<file path="src/rtl/data_ram_ctrl_pkg.sv">
`default_nettype none
// ============================================================================
// Module   : data_ram_ctrl_pkg
// Brief    : Shared access-size encodings, FSM state codes and request record
//            for the data RAM controller and its lane unit.
// Revision : 1.0 - initial release
// ============================================================================
package data_ram_ctrl_pkg;

    localparam logic [1:0] c_sz_byte = 2'b00;
    localparam logic [1:0] c_sz_half = 2'b01;
    localparam logic [1:0] c_sz_word = 2'b10;

    localparam logic [2:0] c_st_idle = 3'd0;
    localparam logic [2:0] c_st_rd   = 3'd1;
    localparam logic [2:0] c_st_data = 3'd2;
    localparam logic [2:0] c_st_wr   = 3'd3;
    localparam logic [2:0] c_st_resp = 3'd4;

    typedef struct packed {
        logic        port;
        logic        we;
        logic [1:0]  size;
        logic        sgn;
        logic [31:0] addr;
        logic [31:0] wdata;
    } req_t;

    // Bad size, misaligned half/word, or byte address beyond the RAM.
    function automatic logic req_error(input logic [1:0] size, input logic [31:0] addr,
                                       input int addr_w);
        logic bad;
        case (size)
            c_sz_byte: bad = 1'b0;
            c_sz_half: bad = addr[0];
            c_sz_word: bad = |addr[1:0];
            default:   bad = 1'b1;
        endcase
        return bad || ((addr >> (addr_w + 2)) != 32'd0);
    endfunction

endpackage
`default_nettype wire

</file>
<file path="src/rtl/data_ram_ctrl_lane.sv">
`default_nettype none
// ============================================================================
// Module   : data_ram_ctrl_lane
// Brief    : Combinational lane unit: little-endian load extract/extend and
//            sub-word store merge into a full 32-bit word.
// Revision : 1.0 - initial release
// ============================================================================
module data_ram_ctrl_lane
    import data_ram_ctrl_pkg::*;
(
    input  logic [31:0] word,
    input  logic [1:0]  lane,
    input  logic [1:0]  size,
    input  logic        sgn,
    input  logic [31:0] wdata,
    output logic [31:0] load_data,
    output logic [31:0] merge_data
);

    logic [7:0]  w_byte;
    logic [15:0] w_half;

    always_comb begin
        w_byte = word[7:0];
        case (lane)
            2'd0:    w_byte = word[7:0];
            2'd1:    w_byte = word[15:8];
            2'd2:    w_byte = word[23:16];
            default: w_byte = word[31:24];
        endcase
        w_half = lane[1] ? word[31:16] : word[15:0];

        load_data  = word;
        merge_data = word;
        case (size)
            c_sz_byte: begin
                load_data = {{24{sgn & w_byte[7]}}, w_byte};
                case (lane)
                    2'd0:    merge_data[7:0]   = wdata[7:0];
                    2'd1:    merge_data[15:8]  = wdata[7:0];
                    2'd2:    merge_data[23:16] = wdata[7:0];
                    default: merge_data[31:24] = wdata[7:0];
                endcase
            end
            c_sz_half: begin
                load_data = {{16{sgn & w_half[15]}}, w_half};
                if (lane[1]) begin
                    merge_data[31:16] = wdata[15:0];
                end else begin
                    merge_data[15:0] = wdata[15:0];
                end
            end
            default: begin
                load_data  = word;
                merge_data = wdata;
            end
        endcase
    end

endmodule
`default_nettype wire

</file>
<file path="src/rtl/data_ram_ctrl.sv">
`default_nettype none
// ============================================================================
// Module   : data_ram_ctrl
// Brief    : Two-port round-robin sequencer for the single-port data RAM with
//            sub-word read-modify-write, load extension and error flagging.
// Revision : 1.0 - initial release
// ============================================================================
module data_ram_ctrl
    import data_ram_ctrl_pkg::*;
#(
    parameter int ADDR_W = 11
) (
    input  logic              clk,
    input  logic              reset,
    input  logic [1:0]        req_valid,
    input  logic [1:0]        req_we,
    input  logic [3:0]        req_size,
    input  logic [1:0]        req_signed,
    input  logic [63:0]       req_addr,
    input  logic [63:0]       req_wdata,
    output logic [1:0]        req_gnt,
    output logic [1:0]        rsp_valid,
    output logic              rsp_err,
    output logic [31:0]       rsp_rdata,
    output logic [ADDR_W-1:0] ram_addr,
    output logic              ram_we,
    output logic [31:0]       ram_wdata,
    input  logic [31:0]       ram_rdata
);

    logic [2:0]        r_state;
    logic              r_dispatch;
    logic              r_rr_last;
    req_t              r_req;
    logic [1:0]        r_gnt;
    logic [1:0]        r_rsp_valid;
    logic              r_rsp_err;
    logic [31:0]       r_rsp_rdata;
    logic [ADDR_W-1:0] r_ram_addr;
    logic              r_ram_we;
    logic [31:0]       r_ram_wdata;

    logic              w_win;
    req_t              w_sel;
    logic              w_err;
    logic [31:0]       w_load;
    logic [31:0]       w_merge;

    always_comb begin
        w_win       = (req_valid == 2'b11) ? ~r_rr_last : req_valid[1];
        w_sel.port  = w_win;
        w_sel.we    = w_win ? req_we[1]          : req_we[0];
        w_sel.size  = w_win ? req_size[3:2]      : req_size[1:0];
        w_sel.sgn   = w_win ? req_signed[1]      : req_signed[0];
        w_sel.addr  = w_win ? req_addr[63:32]    : req_addr[31:0];
        w_sel.wdata = w_win ? req_wdata[63:32]   : req_wdata[31:0];
    end

    assign w_err = req_error(r_req.size, r_req.addr, ADDR_W);

    data_ram_ctrl_lane u_lane (
        .word       (ram_rdata),
        .lane       (r_req.addr[1:0]),
        .size       (r_req.size),
        .sgn        (r_req.sgn),
        .wdata      (r_req.wdata),
        .load_data  (w_load),
        .merge_data (w_merge)
    );

    // IDLE spends the grant cycle decoding the latched request before dispatching.
    always_ff @(posedge clk or posedge reset) begin
        if (reset) begin
            r_state     <= c_st_idle;
            r_dispatch  <= 1'b0;
            r_rr_last   <= 1'b1;
            r_req       <= '0;
            r_gnt       <= 2'b00;
            r_rsp_valid <= 2'b00;
            r_rsp_err   <= 1'b0;
            r_rsp_rdata <= 32'd0;
            r_ram_addr  <= '0;
            r_ram_we    <= 1'b0;
            r_ram_wdata <= 32'd0;
        end else begin
            r_gnt       <= 2'b00;
            r_rsp_valid <= 2'b00;
            r_rsp_err   <= 1'b0;
            r_ram_we    <= 1'b0;
            case (r_state)
                c_st_idle: begin
                    if (r_dispatch) begin
                        r_dispatch <= 1'b0;
                        if (w_err) begin
                            r_state <= c_st_resp;
                        end else if (r_req.we && (r_req.size == c_sz_word)) begin
                            r_ram_addr  <= r_req.addr[ADDR_W+1:2];
                            r_ram_wdata <= r_req.wdata;
                            r_state     <= c_st_wr;
                        end else begin
                            r_ram_addr <= r_req.addr[ADDR_W+1:2];
                            r_state    <= c_st_rd;
                        end
                    end else if (|req_valid) begin
                        r_gnt      <= w_win ? 2'b10 : 2'b01;
                        r_rr_last  <= w_win;
                        r_req      <= w_sel;
                        r_dispatch <= 1'b1;
                    end
                end
                c_st_rd: begin
                    r_state <= c_st_data;
                end
                c_st_data: begin
                    if (r_req.we) begin
                        r_ram_wdata <= w_merge;
                        r_state     <= c_st_wr;
                    end else begin
                        r_rsp_rdata <= w_load;
                        r_state     <= c_st_resp;
                    end
                end
                c_st_wr: begin
                    r_ram_we <= 1'b1;
                    r_state  <= c_st_resp;
                end
                c_st_resp: begin
                    r_rsp_valid <= r_req.port ? 2'b10 : 2'b01;
                    r_rsp_err   <= w_err;
                    r_state     <= c_st_idle;
                end
                default: begin
                    r_state <= c_st_idle;
                end
            endcase
        end
    end

    assign req_gnt   = r_gnt;
    assign rsp_valid = r_rsp_valid;
    assign rsp_err   = r_rsp_err;
    assign rsp_rdata = r_rsp_rdata;
    assign ram_addr  = r_ram_addr;
    assign ram_we    = r_ram_we;
    assign ram_wdata = r_ram_wdata;

endmodule
`default_nettype wire
</file>
<file path="config.mk">
export PLATFORM = sky130hd
export DESIGN_NAME = data_ram_ctrl
export DESIGN_NICKNAME = d
export VERILOG_FILES = /design/src/rtl/data_ram_ctrl_pkg.sv /design/src/rtl/data_ram_ctrl_lane.sv /design/src/rtl/data_ram_ctrl.sv
export SDC_FILE = /design/constraint.sdc
export NUM_CORES = 1
export LEC_CHECK = 0
export BUFFER_PORTS_ARGS = -buffer_cell sky130_fd_sc_hd__buf_2
export CAP_MARGIN = 20
export CORE_ASPECT_RATIO = 1.5
export CORE_MARGIN = 4
export CORE_UTILIZATION = 46
export DETAILED_ROUTE_END_ITERATION = 7
export PLACE_DENSITY = 0.77
export RECOVER_POWER = 50
export SLEW_MARGIN = 20
export SYNTH_ARGS = -nofsm -noshare
export SYNTH_HDL_FRONTEND = slang
export SYNTH_SLANG_ARGS = --single-unit
</file>
<file path="constraint.sdc">
create_clock -name clk -period 4.4 [get_ports clk]
set_clock_uncertainty 0.1 [all_clocks]
set_input_delay 0.22 -clock clk [delete_from_list [all_inputs] [get_ports clk]]
set_output_delay 0.22 -clock clk [all_outputs]
set_load 0.01 [all_outputs]
</file>
==> results of run 1 <==
[what timing repair did]
| item | CTS | global route |
|---|---|---|
| endpoints found under the hold margin | 118 | 0 |
| hold buffers | 149 | 0 |
| setup buffers | 0 | 0 |
[stage by stage]
step / instance area [sq um] / util
finish: 10800 / 0.686
global route: 10800 / 0.686
CTS: 10900 / 0.694
detailed placement: 8790 / 0.560
global placement: 8790 / 0.560
floorplan: 7370 / -
[power groups by stage]
stage                     Combinational (mW)  Clock [mW]  Sequential (mW)
after floorplan                         1.42           0             2.00
after global placement                  1.77           0             2.19
after detailed placement                1.81           0             2.20
after CTS                               2.45        1.50             2.17
after global routing                    2.82        1.57             2.24
final                                   2.60        1.50             2.22
[worst min-delay path by stage]
stage	startpoint	depth (start not counted)	to
2_1_floorplan	req_wdata[63]	2	r_req[31]$_DFFE_PP0P_
3_3_place_gp	req_addr[44]	3	r_req[44]$_DFFE_PP0P_
3_5_place_dp	req_addr[44]	3	r_req[44]$_DFFE_PP0P_
4_1_cts	ram_rdata[29]	3	rsp_rdata[29]$_DFFE_PP0P_
5_1_grt	ram_rdata[25]	3	rsp_rdata[25]$_DFFE_PP0P_
6_report	ram_rdata[30]	3	rsp_rdata[30]$_DFFE_PP0P_
[routing by layer]
layer / global-route usage / wire length [microns] / part of all wire / vias to the layer above
met5: 0 / 0 / 0 / -
met4: 0.220 / 2190 / 0.075 / 0
met3: 0.0654 / 2360 / 0.081 / 165
met2: 0.562 / 15100 / 0.52 / 551
met1: 0.339 / 9590 / 0.33 / 3701
li1: - / - / - / 3340
[critical path, cell delays in order, from the launching register on]
cell           delay [ns]
dfrtp_1              0.48
or3_1                0.39
or3_2                0.53
a21oi_4              0.76
buf_12               0.30
a222oi_1             0.17
dlygate4sd3_1        0.63
inv_1                0.09
[final cells by class]
class,count,area (sq um),area share
clock inverter,15,180,0.0167
antenna,2,5.00,0.000465
inverter,88,332,0.0308
sequential,155,3880,0.360
tap,203,254,0.0236
multi-input combinational,403,2940,0.272
timing repair buffer,415,2760,0.256
clock buffer,17,425,0.0395
[cells in the mapped netlist (27+ instances only)]
cell / number / area share
a222oi_1: 75 / 0.10
nor2_1: 37 / 0.019
mux2_2: 39 / 0.060
a21oi_1: 27 / 0.018
inv_1: 87 / 0.044
clkbuf_1: 36 / 0.018
dfrtp_1: 154 / 0.52
o21ai_0: 49 / 0.033
mux2i_1: 32 / 0.043
nand2_1: 71 / 0.036
[kinds of logic (layout without fill, tap and decap cells)]
logic type / after synthesis / in the layout
other: 0 / 2
flip-flops: 155 / 155
AO/OA/AOI/OAI: 194 / 194
multiplexers: 75 / 75
buffers and inverters: 140 / 535
AND/OR/NAND/NOR: 134 / 134
[state kept, by name (all words and copies together), names as in the netlist]
register and count:
r_req 69, ram_addr 11, r_state 3, ram_we 1, r_rr_last 1, ram_wdata 32, r_dispatch 1, rsp_rdata 32
req_gnt 2, rsp_valid 2, rsp_err 1
==> flow_metrics.py, run 1 <==
metrics = {
    "outcome": {
        "status": "finished, violations left",
        "violations": "DRC, capacitance limit, slew limit",
    },
    "clock_tree": {
        "htreeDepth": 4,
        "cts_buffers": 17,
        "cts.sinks": 155,
        "path_clk_slew_ns": 0.07,
        "cts.path.max_buffers": 2,
        "clock-root-buffer": "clkbuf_16",
        "clock_latency_ns": 0.43,
        "cts_resized": 0,
        "cts_tree": "done",
    },
    "setup_path": {
        "startpoint_type": "flop",
        "crit_type": "flop to flop",
        "critPathArrivalTime_ns": 3.80,
        "cp.required_ns": 4.66,
        "cp_max_fo": 41,
        "reg2regPathDepth": 7,
        "startpoint": "r_state[2]$_DFFE_PP0P_",
        "critPathCaptureType": "flop",
        "r2r-start": "r_state[2]$_DFFE_PP0P_",
        "endpoint": "r_req[45]$_DFFE_PP0P_",
        "rrSetupSlack_ns": 0.86,
        "r2r-end": "r_req[45]$_DFFE_PP0P_",
    },
    "synth": {
        "ys_ff_latch": 155,
        "synth_xor_area_frac": 0,
        "synth_top_family_by_area": "compound AO/OA/AOI/OAI gates",
        "yosysSeqAreaShare": 0.527,
        "synth_top_flop_cell": "dfrtp_1",
        "synth_compound_area_frac": 0.207,
        "synthAdderAreaFrac": 0,
        "netlist-cell-type-count": 44,
        "syn_inst": 698,
        "synth_area_sq_um": 7370,
        "synth_nets": 870,
        "synth_edf_count": 0,
        "avgSynthCellArea_sq_um": 10.6,
        "synth_simple_gate_area_frac": 0.0778,
        "ys_warn_count": 0,
        "async_flop_share": 1.00,
        "synthMuxAreaShare": 0.112,
    },
    "timing": {
        "max_clock_freq_ghz": 0.283,
        "finalHoldViolCount": 0,
        "worstMarginPinSlew_ns": 1.81,
        "fin_ws_ns": 0.860,
        "timing.final.crit_share": 0.804,
        "rsz0062_at_grt": "false",
        "final.setup.tns_ns": 0,
        "relSlewSlack": -0.216,
        "holdWs_ns": 0.0171,
        "setup_viol": 0,
        "fin_crit_ns": 3.54,
        "drv_slew": 42,
    },
    "floorplan": {
        "dieArea_sq_um": 18100,
        "initial_core_util": 0.469,
        "dieWidth_microns": 111,
        "core_area_sq_um": 15700,
        "core.rowCount": 56,
        "die_h_microns": 163,
        "ios": 253,
    },
    "power": {
        "switching_share": 0.376,
        "finalPower_mw": 6.33,
        "ir_drop_uv": 416,
        "p_int_mw": 3.95,
        "switchingPower_mw": 2.38,
        "leakagePower_nw": 5.24,
        "seq_power_share": 0.351,
        "pwr-share-clk": 0.237,
        "combinationalPowerShare": 0.412,
        "power.density_nw_per_um2": 587,
    },
    "placed_design": {
        "io_buffers": 252,
        "post-place-ws_ns": 1.60,
        "dp_hpwl_mm": 18.0,
        "placedCellCount": 1115,
        "gp_congestion": 0.917,
    },
    "cells_and_area": {
        "area_delta_synth_final_pct": 46.2,
        "nFillCells": 1142,
        "final_common_cell": "buf_2",
        "layout.cells.non_filler": 1298,
        "nets": 1252,
        "drive_gt1_frac": 0.245,
        "final_cell_mix": "buf_2 (170), dfrtp_1 (154), dlygate4sd3_1 (149)",
    },
    "detailed_routing": {
        "drt.antenna.violating_nets": 0,
        "dr.pass1.iters": 8,
        "via_per_inst": 5.98,
        "drc": 4,
        "wl_mm": 29.2,
        "wl_per_cell_microns": 22.5,
        "drtIter0Drc": 715,
        "num_vias": 7757,
    },
    "global_route": {
        "grt_pass1_vias": 8004,
        "grt_use_total": 0.318,
        "antenna_found_initial": 2,
        "grt-ovfl-total": 0,
        "grt_max_degree": 72,
        "grt_pass1_wl_mm": 44.5,
    },
    "flow_run": {
        "max-cap-violations": 1,
    },
    "min_path": {
        "min_path_type": "input port to flop",
    },
}
(Power assumes the default switching activity.)
==> run 2: changes to the inputs <==
- clock period: 4.4 -> 3.1 ns (I/O delays scaled with it)
==> run 2 against run 1 <==
Against the previous run: the run still ends with DRC, capacitance limit, slew limit left; largest power group unchanged; count of clock-buffer cells in the layout grew 2; largest cell class unchanged; total power up 35%; core utilization rose by 2.0 points; critical endpoint is now r_req[34]$_DFFE_PP0P_.
==> flow_metrics.py, run 2 (synthesized netlist as in run 1, its figures left out) <==
metrics = {
    "cells_and_area": {
        "final_common_cell": "buf_2",
        "area_delta_synth_final_pct": 50.5,
        "stdcell_area_sq_um": 11100,
        "nets": 1273,
        "final_cell_mix": "buf_2 (216), dlygate4sd3_1 (162), dfrtp_1 (154)",
        "drive_gt1_frac": 0.289,
        "largest_register_ffs": 69,
        "largest_register": "r_req",
    },
    "clock_tree": {
        "clock-root-buffer": "clkbuf_16",
        "clock_latency_ns": 0.42,
        "htreeDepth": 4,
        "cts_buffers": 17,
        "cts.path.max_buffers": 2,
        "cts_tree": "done",
        "path_clk_slew_ns": 0.07,
        "cts.sinks": 155,
    },
    "timing": {
        "fin_crit_ns": 2.89,
        "max_clock_freq_ghz": 0.346,
        "finalHoldViolCount": 0,
        "drv_slew": 97,
        "timing.final.crit_share": 0.931,
        "worstMarginPinSlew_ns": 2.11,
        "final.setup.tns_ns": 0,
        "setup_viol": 0,
        "relSlewSlack": -0.409,
        "holdWs_ns": 0.0294,
        "rsz0062_at_grt": "false",
    },
    "global_route": {
        "grt_use_total": 0.326,
        "grt_pass1_wl_mm": 45.5,
        "grt_pass1_vias": 8297,
        "antenna_found_initial": 2,
        "grt_max_degree": 97,
        "grt-ovfl-total": 0,
    },
    "floorplan": {
        "core.rowCount": 56,
        "dieWidth_microns": 111,
        "initial_core_util": 0.469,
        "dieArea_sq_um": 18100,
        "ios": 253,
        "die_h_microns": 163,
        "core_area_sq_um": 15700,
    },
    "setup_path": {
        "cp_top_family": "simple AND/OR/NAND/NOR gates",
        "r2r-start": "r_state[2]$_DFFE_PP0P_",
        "crit_slowest_cell": "or3_2",
        "reg2regPathDepth": 5,
        "endpoint": "r_req[34]$_DFFE_PP0P_",
        "critPathArrivalTime_ns": 3.06,
        "crit_type": "flop to flop",
        "cp_max_fo": 60,
        "startpoint": "r_state[2]$_DFFE_PP0P_",
        "cp.required_ns": 3.28,
        "cp_num_cells": 5,
        "rrSetupSlack_ns": 0.21,
        "critPathCaptureType": "flop",
        "path_buf_inv": 2,
        "startpoint_type": "flop",
        "r2r-end": "r_req[34]$_DFFE_PP0P_",
        "slowest_delay_ns": 0.64,
        "crit_chain": "or3_1 > or3_2 > buf_4 > a222oi_1 > inv_1",
    },
    "outcome": {
        "status": "finished, violations left",
        "violations": "DRC, capacitance limit, slew limit",
    },
    "placed_design": {
        "dp_hpwl_mm": 17.9,
        "postPlaceCellArea_sq_um": 8880,
        "io_buffers": 252,
        "gp_congestion": 0.935,
    },
    "detailed_routing": {
        "drt.antenna.violating_nets": 0,
        "dr.pass1.iters": 8,
        "drc": 1,
        "num_vias": 7887,
        "wl_per_cell_microns": 22.7,
        "via_per_inst": 5.97,
        "wl_mm": 29.9,
        "drtIter0Drc": 885,
    },
    "power": {
        "leakagePower_nw": 5.53,
        "power.density_nw_per_um2": 769,
        "ir_drop_uv": 503,
    },
    "min_path": {
        "hold_path_startpoint": "ram_rdata[3]",
        "min_path_type": "input port to flop",
    },
    "flow_run": {
        "max-cap-violations": 1,
    },
}
[run 2: cell types whose count changed in the layout (fill, tap and decap cells not counted)]
cell           change
buf_2             +46
bufinv_16          +2
clkinv_8           -2
clkbuf_1          -46
clkbuf_8           +2
diode_2            +2
clkinv_4           -1
buf_12             +3
inv_6              +3
dlygate4sd3_1     +13
inv_8              -4
buf_4              +5
[run 2: worst min-delay path by stage]
stage	end	slack, ns	cells after the start
final	rsp_rdata[3]$_DFFE_PP0P_	0.03	3
after global routing	rsp_rdata[3]$_DFFE_PP0P_	0.04	3
after CTS	rsp_rdata[7]$_DFFE_PP0P_	0.01	3
after detailed placement	r_req[24]$_DFFE_PP0P_	0.20	3
after global placement	r_req[34]$_DFFE_PP0P_	0.20	3
after floorplan	r_req[31]$_DFFE_PP0P_	0.18	2
[run 2: area by class of cell]
type | count | area, sq um
Clock inverter | 13 | 180
Tap cell | 203 | 254
Fill cell | 1088 | 4600
Sequential cell | 155 | 3880
Multi-Input combinational cell | 403 | 2940
Antenna cell | 4 | 10.0
Clock buffer | 19 | 453
Timing Repair Buffer | 436 | 3050
Inverter | 88 | 332
[run 2: layer usage]
layer	track usage	up-vias	part of all wire
met4	0.256	0	0.086
met1	0.354	3777	0.33
met2	0.559	573	0.51
met3	0.0599	156	0.078
met5	0	-	0
li1	-	3381	-
[run 2: repair_timing]
action                                  CTS  global route
gates resized for setup                   0             0
hold buffers                            162             0
hold endpoints to repair                248             0
buffers inserted                          0             2
endpoints found under the setup margin    0             1
[run 2: power breakdown]
part	switching [mW]	internal (mW)	total [mW]	leakage, nW
logic	1.77	1.45	3.22	3.35
clock network	0.903	1.34	2.24	0.305
registers	0.540	2.54	3.08	1.88
total	3.21	5.32	8.53	5.53
[run 2: per-stage QoR]
step	cells	total power [mW]	setup WS, ns	utilization
after detailed placement	1121	5.75	0.316	0.566
after CTS	1315	8.28	0.201	0.709
after floorplan	698	4.85	0.787	-
after global placement	1121	5.68	0.430	0.566
after global routing	1319	8.93	0.126	0.706
final	1321	8.53	0.213	0.707
[run 2: worst register-to-register path, stage by stage (launching register included)]
cell      delay, ns
dfrtp_1        0.48
or3_1          0.38
or3_2          0.64
buf_4          0.39
a222oi_1       0.61
inv_1          0.15
